<file path="config.mk">
export PLATFORM = sky130hd
export DESIGN_NAME = reset_sequencer
export DESIGN_NICKNAME = d
export VERILOG_FILES = /design/src/rtl/reset_seq_pkg.sv /design/src/rtl/lock_filter.sv /design/src/rtl/reset_sequencer.sv
export SDC_FILE = /design/constraint.sdc
export NUM_CORES = 1
export LEC_CHECK = 0
export CORE_UTILIZATION = 61
export DETAILED_ROUTE_END_ITERATION = 12
export PLACE_DENSITY = 0.83
export SLEW_MARGIN = 40
export SYNTH_ARGS = -nofsm -noshare
export SYNTH_HDL_FRONTEND = slang
export SYNTH_SLANG_ARGS = --single-unit
</file>
<file path="constraint.sdc">
create_clock -name clk -period 4.1 [get_ports clk]
set_input_delay 0.615 -clock clk [delete_from_list [all_inputs] [get_ports clk]]
set_output_delay 0.615 -clock clk [all_outputs]
set_load 0.02 [all_outputs]
</file>
<file path="src/rtl/reset_seq_pkg.sv">
// Shared definitions for the reset sequencer: FSM state encoding, default parameters
// and the counter-width helper.
package reset_seq_pkg;

    localparam int unsigned DefNumStages  = 3;
    localparam int unsigned DefStageDelay = 16;
    localparam int unsigned DefLockFilter = 4;
    localparam int unsigned DefAckTimeout = 255;

    typedef enum logic [2:0] {
        StHold,
        StFilter,
        StRelease,
        StAckWait,
        StDone
    } seq_state_e;

    // Wide enough to hold the largest terminal count without wrapping.
    function automatic int unsigned cnt_width(input int unsigned a, input int unsigned b,
                                              input int unsigned c);
        int unsigned m;
        m = a;
        if (b > m) m = b;
        if (c > m) m = c;
        return $clog2(m + 1);
    endfunction

endpackage

</file>
<file path="src/rtl/lock_filter.sv">
// Lock debounce: qualified_o pulses when lock_i has been high for LOCK_FILTER consecutive
// cycles while enabled; any low cycle, clear or disable restarts the count.
module lock_filter
    import reset_seq_pkg::*;
#(
    parameter int unsigned LOCK_FILTER = DefLockFilter,
    parameter int unsigned CNT_W       = cnt_width(DefStageDelay, DefLockFilter, DefAckTimeout)
) (
    input  logic clk_i,
    input  logic reset_i,
    input  logic en_i,
    input  logic lock_i,
    input  logic clr_i,
    output logic qualified_o
);

    logic [CNT_W-1:0] cnt_q, cnt_d;
    logic             counting;

    assign counting = en_i & lock_i & ~clr_i;

    always_comb begin
        cnt_d = '0;
        if (counting) begin
            cnt_d = (cnt_q == CNT_W'(LOCK_FILTER)) ? cnt_q : cnt_q + CNT_W'(1);
        end
    end

    assign qualified_o = counting & (cnt_q == CNT_W'(LOCK_FILTER - 1));

    always_ff @(posedge clk_i or posedge reset_i) begin
        if (reset_i) begin
            cnt_q <= '0;
        end else begin
            cnt_q <= cnt_d;
        end
    end

endmodule

</file>
<file path="src/rtl/reset_sequencer.sv">
// Staged reset release. Edge 0 is the first rising edge that samples lock=1 in HOLD;
// stage k deasserts at edge LOCK_FILTER+(k+1)*STAGE_DELAY exactly (offset 0), done with
// the last stage. Optional RESET_SEQ_ACK_EN adds a per-stage acknowledge wait with timeout.
module reset_sequencer
    import reset_seq_pkg::*;
#(
    parameter int unsigned NUM_STAGES  = DefNumStages,
    parameter int unsigned STAGE_DELAY = DefStageDelay,
    parameter int unsigned LOCK_FILTER = DefLockFilter,
    parameter int unsigned ACK_TIMEOUT = DefAckTimeout
) (
    input  logic                  clk,
    input  logic                  reset,
    input  logic                  lock,
    input  logic                  restart,
    input  logic [NUM_STAGES-1:0] stage_rdy,
    output logic [NUM_STAGES-1:0] stage_rst,
    output logic                  done,
    output logic                  err
);

    localparam int unsigned CntW = cnt_width(STAGE_DELAY, LOCK_FILTER, ACK_TIMEOUT);
    localparam int unsigned IdxW = (NUM_STAGES > 1) ? $clog2(NUM_STAGES) : 1;

    seq_state_e            state_q, state_d;
    logic [CntW-1:0]       cnt_q, cnt_d;
    logic [IdxW-1:0]       idx_q, idx_d;
    logic [NUM_STAGES-1:0] stage_rst_q, stage_rst_d;
    logic                  done_q, done_d;
    logic                  err_q, err_d;
    logic                  filt_ok;

    lock_filter #(
        .LOCK_FILTER (LOCK_FILTER),
        .CNT_W       (CntW)
    ) u_lock_filter (
        .clk_i       (clk),
        .reset_i     (reset),
        .en_i        (state_q == StFilter),
        .lock_i      (lock),
        .clr_i       (restart),
        .qualified_o (filt_ok)
    );

`ifndef RESET_SEQ_ACK_EN
    logic unused_rdy;
    assign unused_rdy = ^stage_rdy;
`endif

    always_comb begin
        state_d     = state_q;
        cnt_d       = cnt_q;
        idx_d       = idx_q;
        stage_rst_d = stage_rst_q;
        done_d      = done_q;
        err_d       = err_q;
        // Lock loss wins over restart; both collapse to a single HOLD entry.
        if (!lock || (restart && state_q != StHold)) begin
            state_d     = StHold;
            cnt_d       = '0;
            idx_d       = '0;
            stage_rst_d = '1;
            done_d      = 1'b0;
        end else begin
            unique case (state_q)
                StHold: begin
                    cnt_d       = '0;
                    idx_d       = '0;
                    stage_rst_d = '1;
                    done_d      = 1'b0;
                    state_d     = StFilter;
                end
                StFilter: begin
                    if (filt_ok) begin
                        state_d = StRelease;
                        cnt_d   = '0;
                        idx_d   = '0;
                    end
                end
                StRelease: begin
                    if (cnt_q == CntW'(STAGE_DELAY - 1)) begin
                        stage_rst_d[idx_q] = 1'b0;
                        cnt_d              = '0;
                        if (idx_q == IdxW'(NUM_STAGES - 1)) begin
                            state_d = StDone;
                            done_d  = 1'b1;
                        end else begin
`ifdef RESET_SEQ_ACK_EN
                            state_d = StAckWait;
`else
                            idx_d   = idx_q + IdxW'(1);
`endif
                        end
                    end else begin
                        cnt_d = cnt_q + CntW'(1);
                    end
                end
`ifdef RESET_SEQ_ACK_EN
                StAckWait: begin
                    if (stage_rdy[idx_q] || cnt_q == CntW'(ACK_TIMEOUT - 1)) begin
                        if (!stage_rdy[idx_q]) err_d = 1'b1;
                        state_d = StRelease;
                        idx_d   = idx_q + IdxW'(1);
                        cnt_d   = '0;
                    end else begin
                        cnt_d = cnt_q + CntW'(1);
                    end
                end
`endif
                StDone: begin
                    done_d      = 1'b1;
                    stage_rst_d = '0;
                end
                default: begin
                    state_d = StHold;
                end
            endcase
        end
`ifndef RESET_SEQ_ACK_EN
        err_d = 1'b0;
`endif
    end

    always_ff @(posedge clk or posedge reset) begin
        if (reset) begin
            state_q     <= StHold;
            cnt_q       <= '0;
            idx_q       <= '0;
            stage_rst_q <= '1;
            done_q      <= 1'b0;
            err_q       <= 1'b0;
        end else begin
            state_q     <= state_d;
            cnt_q       <= cnt_d;
            idx_q       <= idx_d;
            stage_rst_q <= stage_rst_d;
            done_q      <= done_d;
            err_q       <= err_d;
        end
    end

    assign stage_rst = stage_rst_q;
    assign done      = done_q;
    assign err       = err_q;

endmodule
</file>
==> metrics, run 1 <==
status=finished, final reports clean; Finished Layout Cells=179; WP data required=3.48 ns; maximum vdd drop=0.183 mV; Root Buffer=clkbuf_4; NumNets Final=165; measured slew at the worst slew-check pin=0.511 ns; synth top area cells=dfrtp_1, dfstp_2, ha_1; leakage power=0.664 nW; Wirelength per Cell=15.0 µm; Setup TNS=0 ns; Logic pwr share=6.3%; post-DR vias/cell=6.29; Starting Density=64.2%; Placed Cells incl. Taps=175; Critical Path Fanout Max=3; first-pass GRT wire length=4.73 mm; Final HPWL DP=1.95 mm; Tightest Hold Check Type=reg -> reg; Area after DPL=1510 µm²; antenna violations before repair=0; Reg power frac=64.7%; Buf/Inv on CP=1; Worst setup EP type=output port; Placer Congestion=0.804; IO buf count=7; Power Density=252 nW/µm²; family with the most delay on the worst path=buffers and inverters; Startpoint Class=flop; Clk pwr share=29.0%; TritonCTS Buffers=3; gr ovfl total=0; ys flop type=dfrtp_1; Die Ht=50.3 µm; synthesized flop and latch total=25; layout cells sized above 1=10.6%; Post-CTS Setup Bufs=0; max-slew violation count=0; Skew-Pair Late Insertion Delay=0.32 ns; switch share=23.9%; Arr. time, crit path=1.49 ns; RSZ-0062 raised after global routing=no; Clock Tree Buf Depth=2; synth unique cells=47; Slowest Stage Delay on Critical Path=0.60 ns; synthesized netlist cell count=142; number of global-route vias before repair=1144; Post-Syn Nets=155; post-synth top area share=38.8%; Psw=0.0928 mW; drt pass-1 iters=4; routed wire length=2.68 mm; crit-path cells=clkdlybuf4s50_1; Seq/Total Area, Yosys=44.3%; clk sinks=25; Crit Path Class=reg -> out; most frequent cells in the layout=dfrtp_1, nor2_1, nand3_1, inv_1; Max Cap Viol=0; Hold Buf Count CTS=0; row cnt=17; post-cts sizing count=0; total die area=2530 µm²; largest net degree at the start of global routing=26; Layout area overhead=8.37%; Ant. Diodes=0; Mapped Area=1420 µm²; Worst slew margin=65.9%; Core ar.=2210 µm²; DRT iter0 DRCs=33; H-tree levels=1; EDFF count, synth=0; minimum clock period=2.10 ns; highest-delay cell along the critical path=clkdlybuf4s50_1; synthesized area per cell=10.0 µm²; Fin. Hold Viols=0; width of the die=50.3 µm; clk slew on worst S/H paths=0.13 ns; commonest non-fill, non-tap cell in the layout=dfrtp_1; final hold slack=0.548 ns; P_int=0.295 mW; Synth async-reset ratio=100%; gr usage total=25.0%; Final ANT Viol Nets=0; fmax=475 MHz; design area=1540 µm²; Setup violations, final=0; Yosys warnings=0; Final period util=51.3%; drt drc=0; CTS tree=done; Clock Skews=0.00422 ns; via count=1126; Yosys top cell by area=dfrtp_1; Top-Level Pins=12
==> flip-flops by register name, summed over array words and instances (netlist names) <==
signal / count
stage_rst: 3
done: 1
idx_q: 2
cnt_q: 8
u_lock_filter.cnt_q: 8
state_q: 3
==> layout make-up <==
cell class | instances | area (µm²)
clock buffers | 4 | 26.3
fillers | 169 | 673
inverters | 9 | 33.8
multi-input cells | 106 | 744
flip-flops and latches | 25 | 629
well taps | 28 | 35.0
repair buffers | 7 | 70.1
==> routing by layer <==
metal / vias to the layer above / routed length (µm) / GRT usage, %
met5: - / 0 / 0
met4: 0 / 48 / 13.3
met3: 8 / 69 / 4.24
met2: 27 / 1360 / 43.8
met1: 550 / 1200 / 28.9
li1: 541 / - / -
==> power groups by stage <==
| stage | logic, mW | registers (mW) | clock network (mW) |
|---|---|---|---|
| 2_1_floorplan | 0.0167 | 0.255 | 0 |
| 3_3_place_gp | 0.0243 | 0.255 | 0 |
| 3_5_place_dp | 0.0247 | 0.255 | 0 |
| 4_1_cts | 0.0248 | 0.251 | 0.113 |
| 5_1_grt | 0.0277 | 0.251 | 0.121 |
| 6_report | 0.0245 | 0.251 | 0.113 |
==> cells in the mapped netlist (2+ instances only) <==
| master | n |
|---|---|
| dfrtp_1 | 22 |
| ha_1 | 6 |
| nor3_1 | 7 |
| inv_1 | 9 |
| nand2_1 | 7 |
| nand3b_1 | 3 |
| dfstp_2 | 3 |
| a21oi_1 | 7 |
| or3_1 | 2 |
| a22o_1 | 3 |
| nand4_1 | 2 |
| xor2_1 | 3 |
| a211o_1 | 4 |
| o21ai_1 | 3 |
| and3_1 | 4 |
| nand3_1 | 9 |
| xnor2_1 | 3 |
| nor2_1 | 13 |
| o21ai_0 | 3 |
| nand2b_1 | 2 |
==> through the flow <==
step	power (mW)	util [%]	setup slack (ns)
after floorplan	0.272	-	2.42
after global placement	0.279	68.4	1.79
after detailed placement	0.280	68.4	1.79
after CTS	0.389	69.6	1.99
after global routing	0.399	69.6	1.94
final	0.387	69.6	2.00
==> logic make-up (layout without fill, tap and decap cells) <==
family / count (synthesis) / count (layout) / synth area share [%]
AO/OA/AOI/OAI: 31 / 31 / 16.1
XOR/XNOR: 6 / 6 / 3.70
adder cells (fa/ha/maj): 6 / 6 / 5.29
buffers and inverters: 11 / 20 / 3.26
flip-flops: 25 / 25 / 44.3
multiplexers: 2 / 2 / 1.50
other: 1 / 1 / 0.264
AND/OR/NAND/NOR: 60 / 60 / 25.6
==> worst paths after layout <==
kind	start	endpoint	slack, ns	cells after the start
min	idx_q[0]$_DFFE_PP0P_	idx_q[0]$_DFFE_PP0P_	0.55	1
max reg2reg	u_lock_filter.cnt_q[0]$_DFFE_PP0P_	cnt_q[3]$_DFFE_PP0P_	2.25	5
min reg2reg	idx_q[0]$_DFFE_PP0P_	idx_q[0]$_DFFE_PP0P_	0.55	1
min in group asynchronous	reset	u_lock_filter.cnt_q[3]$_DFFE_PP0P_	0.62	2
max	stage_rst[2]$_DFFE_PP1P_	stage_rst[2]	2.00	1
max in group asynchronous	reset	stage_rst[2]$_DFFE_PP1P_	3.11	2
Note: power is estimated with default switching activity, not from simulation.
==> inputs of run 2 (changes only) <==
--- a/config.mk
+++ b/config.mk
@@ -5,9 +5,9 @@
 export SDC_FILE = /design/constraint.sdc
 export NUM_CORES = 1
 export LEC_CHECK = 0
-export CORE_UTILIZATION = 61
+export CORE_UTILIZATION = 51
 export DETAILED_ROUTE_END_ITERATION = 12
-export PLACE_DENSITY = 0.83
+export PLACE_DENSITY = 0.74
 export SLEW_MARGIN = 40
 export SYNTH_ARGS = -nofsm -noshare
 export SYNTH_HDL_FRONTEND = slang
==> constraint.sdc (replaced) <==
create_clock -name clk -period 1.8 [get_ports clk]
set_input_delay 0.27 -clock clk [delete_from_list [all_inputs] [get_ports clk]]
set_output_delay 0.27 -clock clk [all_outputs]
set_load 0.02 [all_outputs]
==> run 2 against run 1 <==
  * Hold slack worse by 0.27 ns
  * Final cell count is 9.5% higher
  * Register-to-register slack worse by 2.2 ns
  * Total power increased by 130%
==> metrics, run 2 (synthesized netlist as in run 1, its figures left out) <==
status=finished, final reports clean; Ant. Diodes=0; Slowest Stage Delay on Critical Path=0.60 ns; fmax=567 MHz; routed wire length=2.93 mm; minimum clock period=1.77 ns; largest net degree at the start of global routing=26; post-DR vias/cell=5.77; H-tree levels=1; NumNets Final=180; Crit Path Class=reg -> out; Clock Tree Buf Depth=2; Core ar.=2540 µm²; most frequent cells in the layout=dfrtp_1, buf_4, nor2_1, nand3_1, inv_1; width of the die=54.8 µm; Top-Level Pins=12; Skew-Pair Late Insertion Delay=0.32 ns; Max Cap Viol=0; Reg2Reg Depth=4; antenna violations before repair=0; commonest non-fill, non-tap cell in the layout=dfrtp_1; family with the most delay on the worst path=buffers and inverters; number of global-route vias before repair=1042; Critical Path Fanout Max=3; post-layout util=65.3%; maximum vdd drop=0.537 mV; Power Density=540 nW/µm²; TritonCTS Buffers=3; via count=1131; max-slew violation count=0; Wirelength per Cell=14.9 µm; r2r startpoint=cnt_q[5]$_DFFE_PP0P_; FF+latch area=629 µm²; Final ANT Viol Nets=0; layout cells sized above 1=18.1%; gr ovfl total=0; Worst setup EP type=output port; highest-delay cell along the critical path=clkdlybuf4s50_1; Clock Skews=0.00870 ns; Fin. Hold Viols=0; total die area=3000 µm²; Root Buffer=clkbuf_4; Final period util=98.1%; crit-path cells=clkdlybuf4s50_1; Arr. time, crit path=1.50 ns; reg2reg setup slack=0.06 ns; critical path launch point=stage_rst[0]$_DFFE_PP1P_; drt pass-1 iters=4; IO buf count=7; row cnt=18; Setup violations, final=0; leakage power=0.737 nW; final hold slack=0.274 ns; end of the critical path=stage_rst[0]; clk sinks=25; Starting Density=55.8%; Layout area overhead=17.1%; multi-input logic area=753 µm²; RSZ-0062 raised after global routing=no; Startpoint Class=flop; stages on the worst setup path=1; Hold Buf Count CTS=0; Final HPWL DP=2.12 mm; Buf/Inv on CP=1; Layout fillers=207; Die Ht=54.8 µm; clk slew on worst S/H paths=0.14 ns; registers with the most flip-flops=cnt_q x8, u_lock_filter.cnt_q x8; CTS tree=done; Placer Congestion=0.800; DRT iter0 DRCs=22; Tot Pwr=0.899 mW; r2r endpoint=cnt_q[3]$_DFFE_PP0P_; Tightest Hold Check Type=in -> async; WP data required=1.53 ns; drt drc=0; first-pass GRT wire length=4.75 mm; gr usage total=22.8%
-- run 2: routing by layer --
metal / vias up / GRT usage, % / wire (µm)
met4: 0 / 11.5 / 50
met5: - / 0 / 0
met2: 19 / 33.7 / 1380
met1: 544 / 31.0 / 1400
li1: 564 / - / -
met3: 4 / 4.72 / 94
-- run 2: what timing repair did --
item	in CTS	in global routing
setup buffers	0	0
endpoints found under the hold margin	0	0
gates resized for setup	0	1
setup endpoints to repair	0	1
-- run 2: through the flow --
step | setup TNS (ns) | worst slack (ns) | cells | cell area (µm²)
after floorplan | 0 | 0.163 | 142 | 1420
after global placement | -0.0459 | -0.0335 | 192 | 1630
after CTS | 0 | 0.0202 | 196 | 1650
after global routing | 0 | 0.00591 | 196 | 1660
after detailed placement | -0.180 | -0.0661 | 192 | 1630
final | 0 | 0.0349 | 196 | 1660
-- run 2: worst min-delay path: stages --
cell	delay (ns)
clkdlybuf4s50_1	0.39
inv_1	0.05
buf_4	0.30
-- run 2: final cells by class --
| class | instances | share of cell area (%) |
|---|---|---|
| multi-input cells | 106 | 45.3 |
| flip-flops and latches | 25 | 37.8 |
| repair buffers | 22 | 11.0 |
| well taps | 30 | 2.26 |
| inverters | 9 | 2.03 |
| clock buffers | 4 | 1.58 |
-- run 2: how the worst min path moves through the flow --
stage                               end  slack [ns]  depth (start not counted)
6_report           idx_q[1]$_DFFE_PP0P_        0.27                          3
5_1_grt            cnt_q[7]$_DFFE_PP0P_        0.34                          3
4_1_cts            cnt_q[7]$_DFFE_PP0P_        0.28                          3
3_5_place_dp   stage_rst[1]$_DFFE_PP1P_        0.52                          2
3_3_place_gp       idx_q[1]$_DFFE_PP0P_        0.50                          1
2_1_floorplan      cnt_q[0]$_DFFE_PP0P_        0.30                          1
-- run 2: where the power goes --
| group | switching, mW | internal [mW] |
|---|---|---|
| Sequential | 0.00477 | 0.566 |
| Clock | 0.171 | 0.0869 |
| Combinational | 0.0406 | 0.0294 |
| Total | 0.217 | 0.682 |
==> inputs of run 3 (changes only) <==
--- a/config.mk
+++ b/config.mk
@@ -8,6 +8,7 @@
 export CORE_UTILIZATION = 51
 export DETAILED_ROUTE_END_ITERATION = 12
 export PLACE_DENSITY = 0.74
+export SETUP_SLACK_MARGIN = 0.05
 export SLEW_MARGIN = 40
 export SYNTH_ARGS = -nofsm -noshare
 export SYNTH_HDL_FRONTEND = slang
==> run 3 against run 2 <==
  * Hold slack better by 0.0093 ns
  * Setup slack better by 0.063 ns
  * Critical path depth is 3 higher
  * Die area stayed put
  * Sequential cell count stayed put
  * Non-clock buffer count is 2 higher
  * Clock power hardly changed
  * Routed wire length is 2.4% higher
  * Combinational power is 3% higher
  * Count of clock-buffer cells in the layout stayed put
  * Sequential power hardly changed
  * Critical path type is now reg -> reg
==> metrics, run 3 (synthesized netlist as in run 1, its figures left out) <==
status=finished, final reports clean; Wirelength per Cell=15.2 µm; Die Ht=54.8 µm; r2r startpoint=cnt_q[5]$_DFFE_PP0P_; Final HPWL DP=2.12 mm; total die area=3000 µm²; design area=1680 µm²; antenna violations before repair=0; Clock Tree Buf Depth=2; first-pass GRT wire length=4.76 mm; Power Density=535 nW/µm²; Reg2Reg Depth=4; Tightest Hold Check Type=in -> async; most frequent cells in the layout=dfrtp_1, buf_4, nor2_1, nand3_1, inv_1; Fin. Hold Viols=0; final hold slack=0.284 ns; r2r endpoint=cnt_q[3]$_DFFE_PP0P_; Ant. Diodes=0; via count=1146; Layout fillers=199; Critical Path Fanout Max=6; maximum vdd drop=0.534 mV; NumNets Final=182; Root Buffer=clkbuf_4; gr usage total=22.9%; RSZ-0062 raised after global routing=no; TritonCTS Buffers=3; routed wire length=3.00 mm; Most Frequent Cell on Critical Path=nor2_1; max-slew violation count=0; crit-path cells=or4_4 > nor2_1 > nor2_1 > a221o_1; worst slack, placed=-0.0661 ns; drt drc=0; clk slew on worst S/H paths=0.14 ns; Clock Skews=0.00829 ns; width of the die=54.8 µm; Top-Level Pins=12; Worst setup EP type=flop; Layout area overhead=18.1%; Final ANT Viol Nets=0; Hold Buf Count CTS=0; Placer Congestion=0.800; gr ovfl total=0; WP data required=2.02 ns; CTS tree=done; registers with the most flip-flops=cnt_q x8, u_lock_filter.cnt_q x8; commonest non-fill, non-tap cell in the layout=dfrtp_1; H-tree levels=1; post-DR vias/cell=5.79; leakage power=0.741 nW; Area after DPL=1630 µm²; drt pass-1 iters=4; reg2reg setup slack=0.1 ns; Final period util=94.6%; Starting Density=55.8%; minimum clock period=1.70 ns; number of global-route vias before repair=1046; Setup violations, final=0; row cnt=18; DRT iter0 DRCs=26; Finished Layout Cells=198; Max Cap Viol=0; Arr. time, crit path=1.92 ns; Startpoint Class=flop; Slowest Stage Delay on Critical Path=0.55 ns; PnR worst setup slack=0.0977 ns; Skew-Pair Late Insertion Delay=0.32 ns; Placed Cells incl. Taps=192; IO buf count=7; highest-delay cell along the critical path=or4_4; Crit Path Class=reg -> reg; layout cells sized above 1=19.6%; largest net degree at the start of global routing=26; Core ar.=2540 µm²; fmax=587 MHz; clk sinks=25
==> run 3: cell types whose count changed in the layout (fill, tap and decap cells not counted), sizes merged <==
cell / previous run / this run
dlygate4sd2: 0 / 3
buf: 15 / 17
clkdlybuf4s50: 7 / 4
==> run 3: final cells by class <==
type | count | area [µm²] | area share [%]
multi-input cells | 106 | 757 | 45.1
repair buffers | 24 | 194 | 11.6
clock buffers | 4 | 26.3 | 1.57
well taps | 30 | 37.5 | 2.24
flip-flops and latches | 25 | 629 | 37.5
inverters | 9 | 33.8 | 2.01
==> run 3: what timing repair did <==
item                       4_1_cts  5_1_grt
setup endpoints to repair        3        3
resized for setup                3        2
setup buffers                    0        2
==> run 3: how the worst max path moves through the flow <==
stage	slack, ns	to	cells after the start	from
after floorplan	0.16	cnt_q[3]$_DFFE_PP0P_	5	u_lock_filter.cnt_q[0]$_DFFE_PP0P_
after global placement	-0.03	cnt_q[3]$_DFFE_PP0P_	5	restart
after detailed placement	-0.07	cnt_q[3]$_DFFE_PP0P_	5	restart
after CTS	0.07	cnt_q[3]$_DFFE_PP0P_	4	cnt_q[5]$_DFFE_PP0P_
after global routing	0.05	cnt_q[3]$_DFFE_PP0P_	5	u_lock_filter.cnt_q[1]$_DFFE_PP0P_
final	0.1	cnt_q[3]$_DFFE_PP0P_	4	cnt_q[5]$_DFFE_PP0P_
==> run 3: critical path, delay by kind of cell, from the launching register on <==
kind            cells  cell delay, ns
flops               1            0.46
compound gates      1            0.31
simple gates        3            0.83
==> run 3: through the flow <==
stage,setup TNS [ns],power (mW),utilization (%)
after floorplan,0,0.619,-
after global placement,-0.0459,0.648,64.0
after detailed placement,-0.180,0.652,64.0
after CTS,0,0.909,64.8
after global routing,0,0.924,65.9
final,0,0.897,65.9
==> run 3: where the power goes <==
part / total [mW] / internal (mW) / switching, mW
logic: 0.0719 / 0.0299 / 0.0420
registers: 0.570 / 0.566 / 0.00431
clock network: 0.255 / 0.0869 / 0.169
==> run 3: per-layer routing <==
metal	part of all wire (%)	GRT usage, %
met5	0	0
met4	1.8	11.5
met3	3.6	4.72
met2	46	33.9
met1	49	31.0
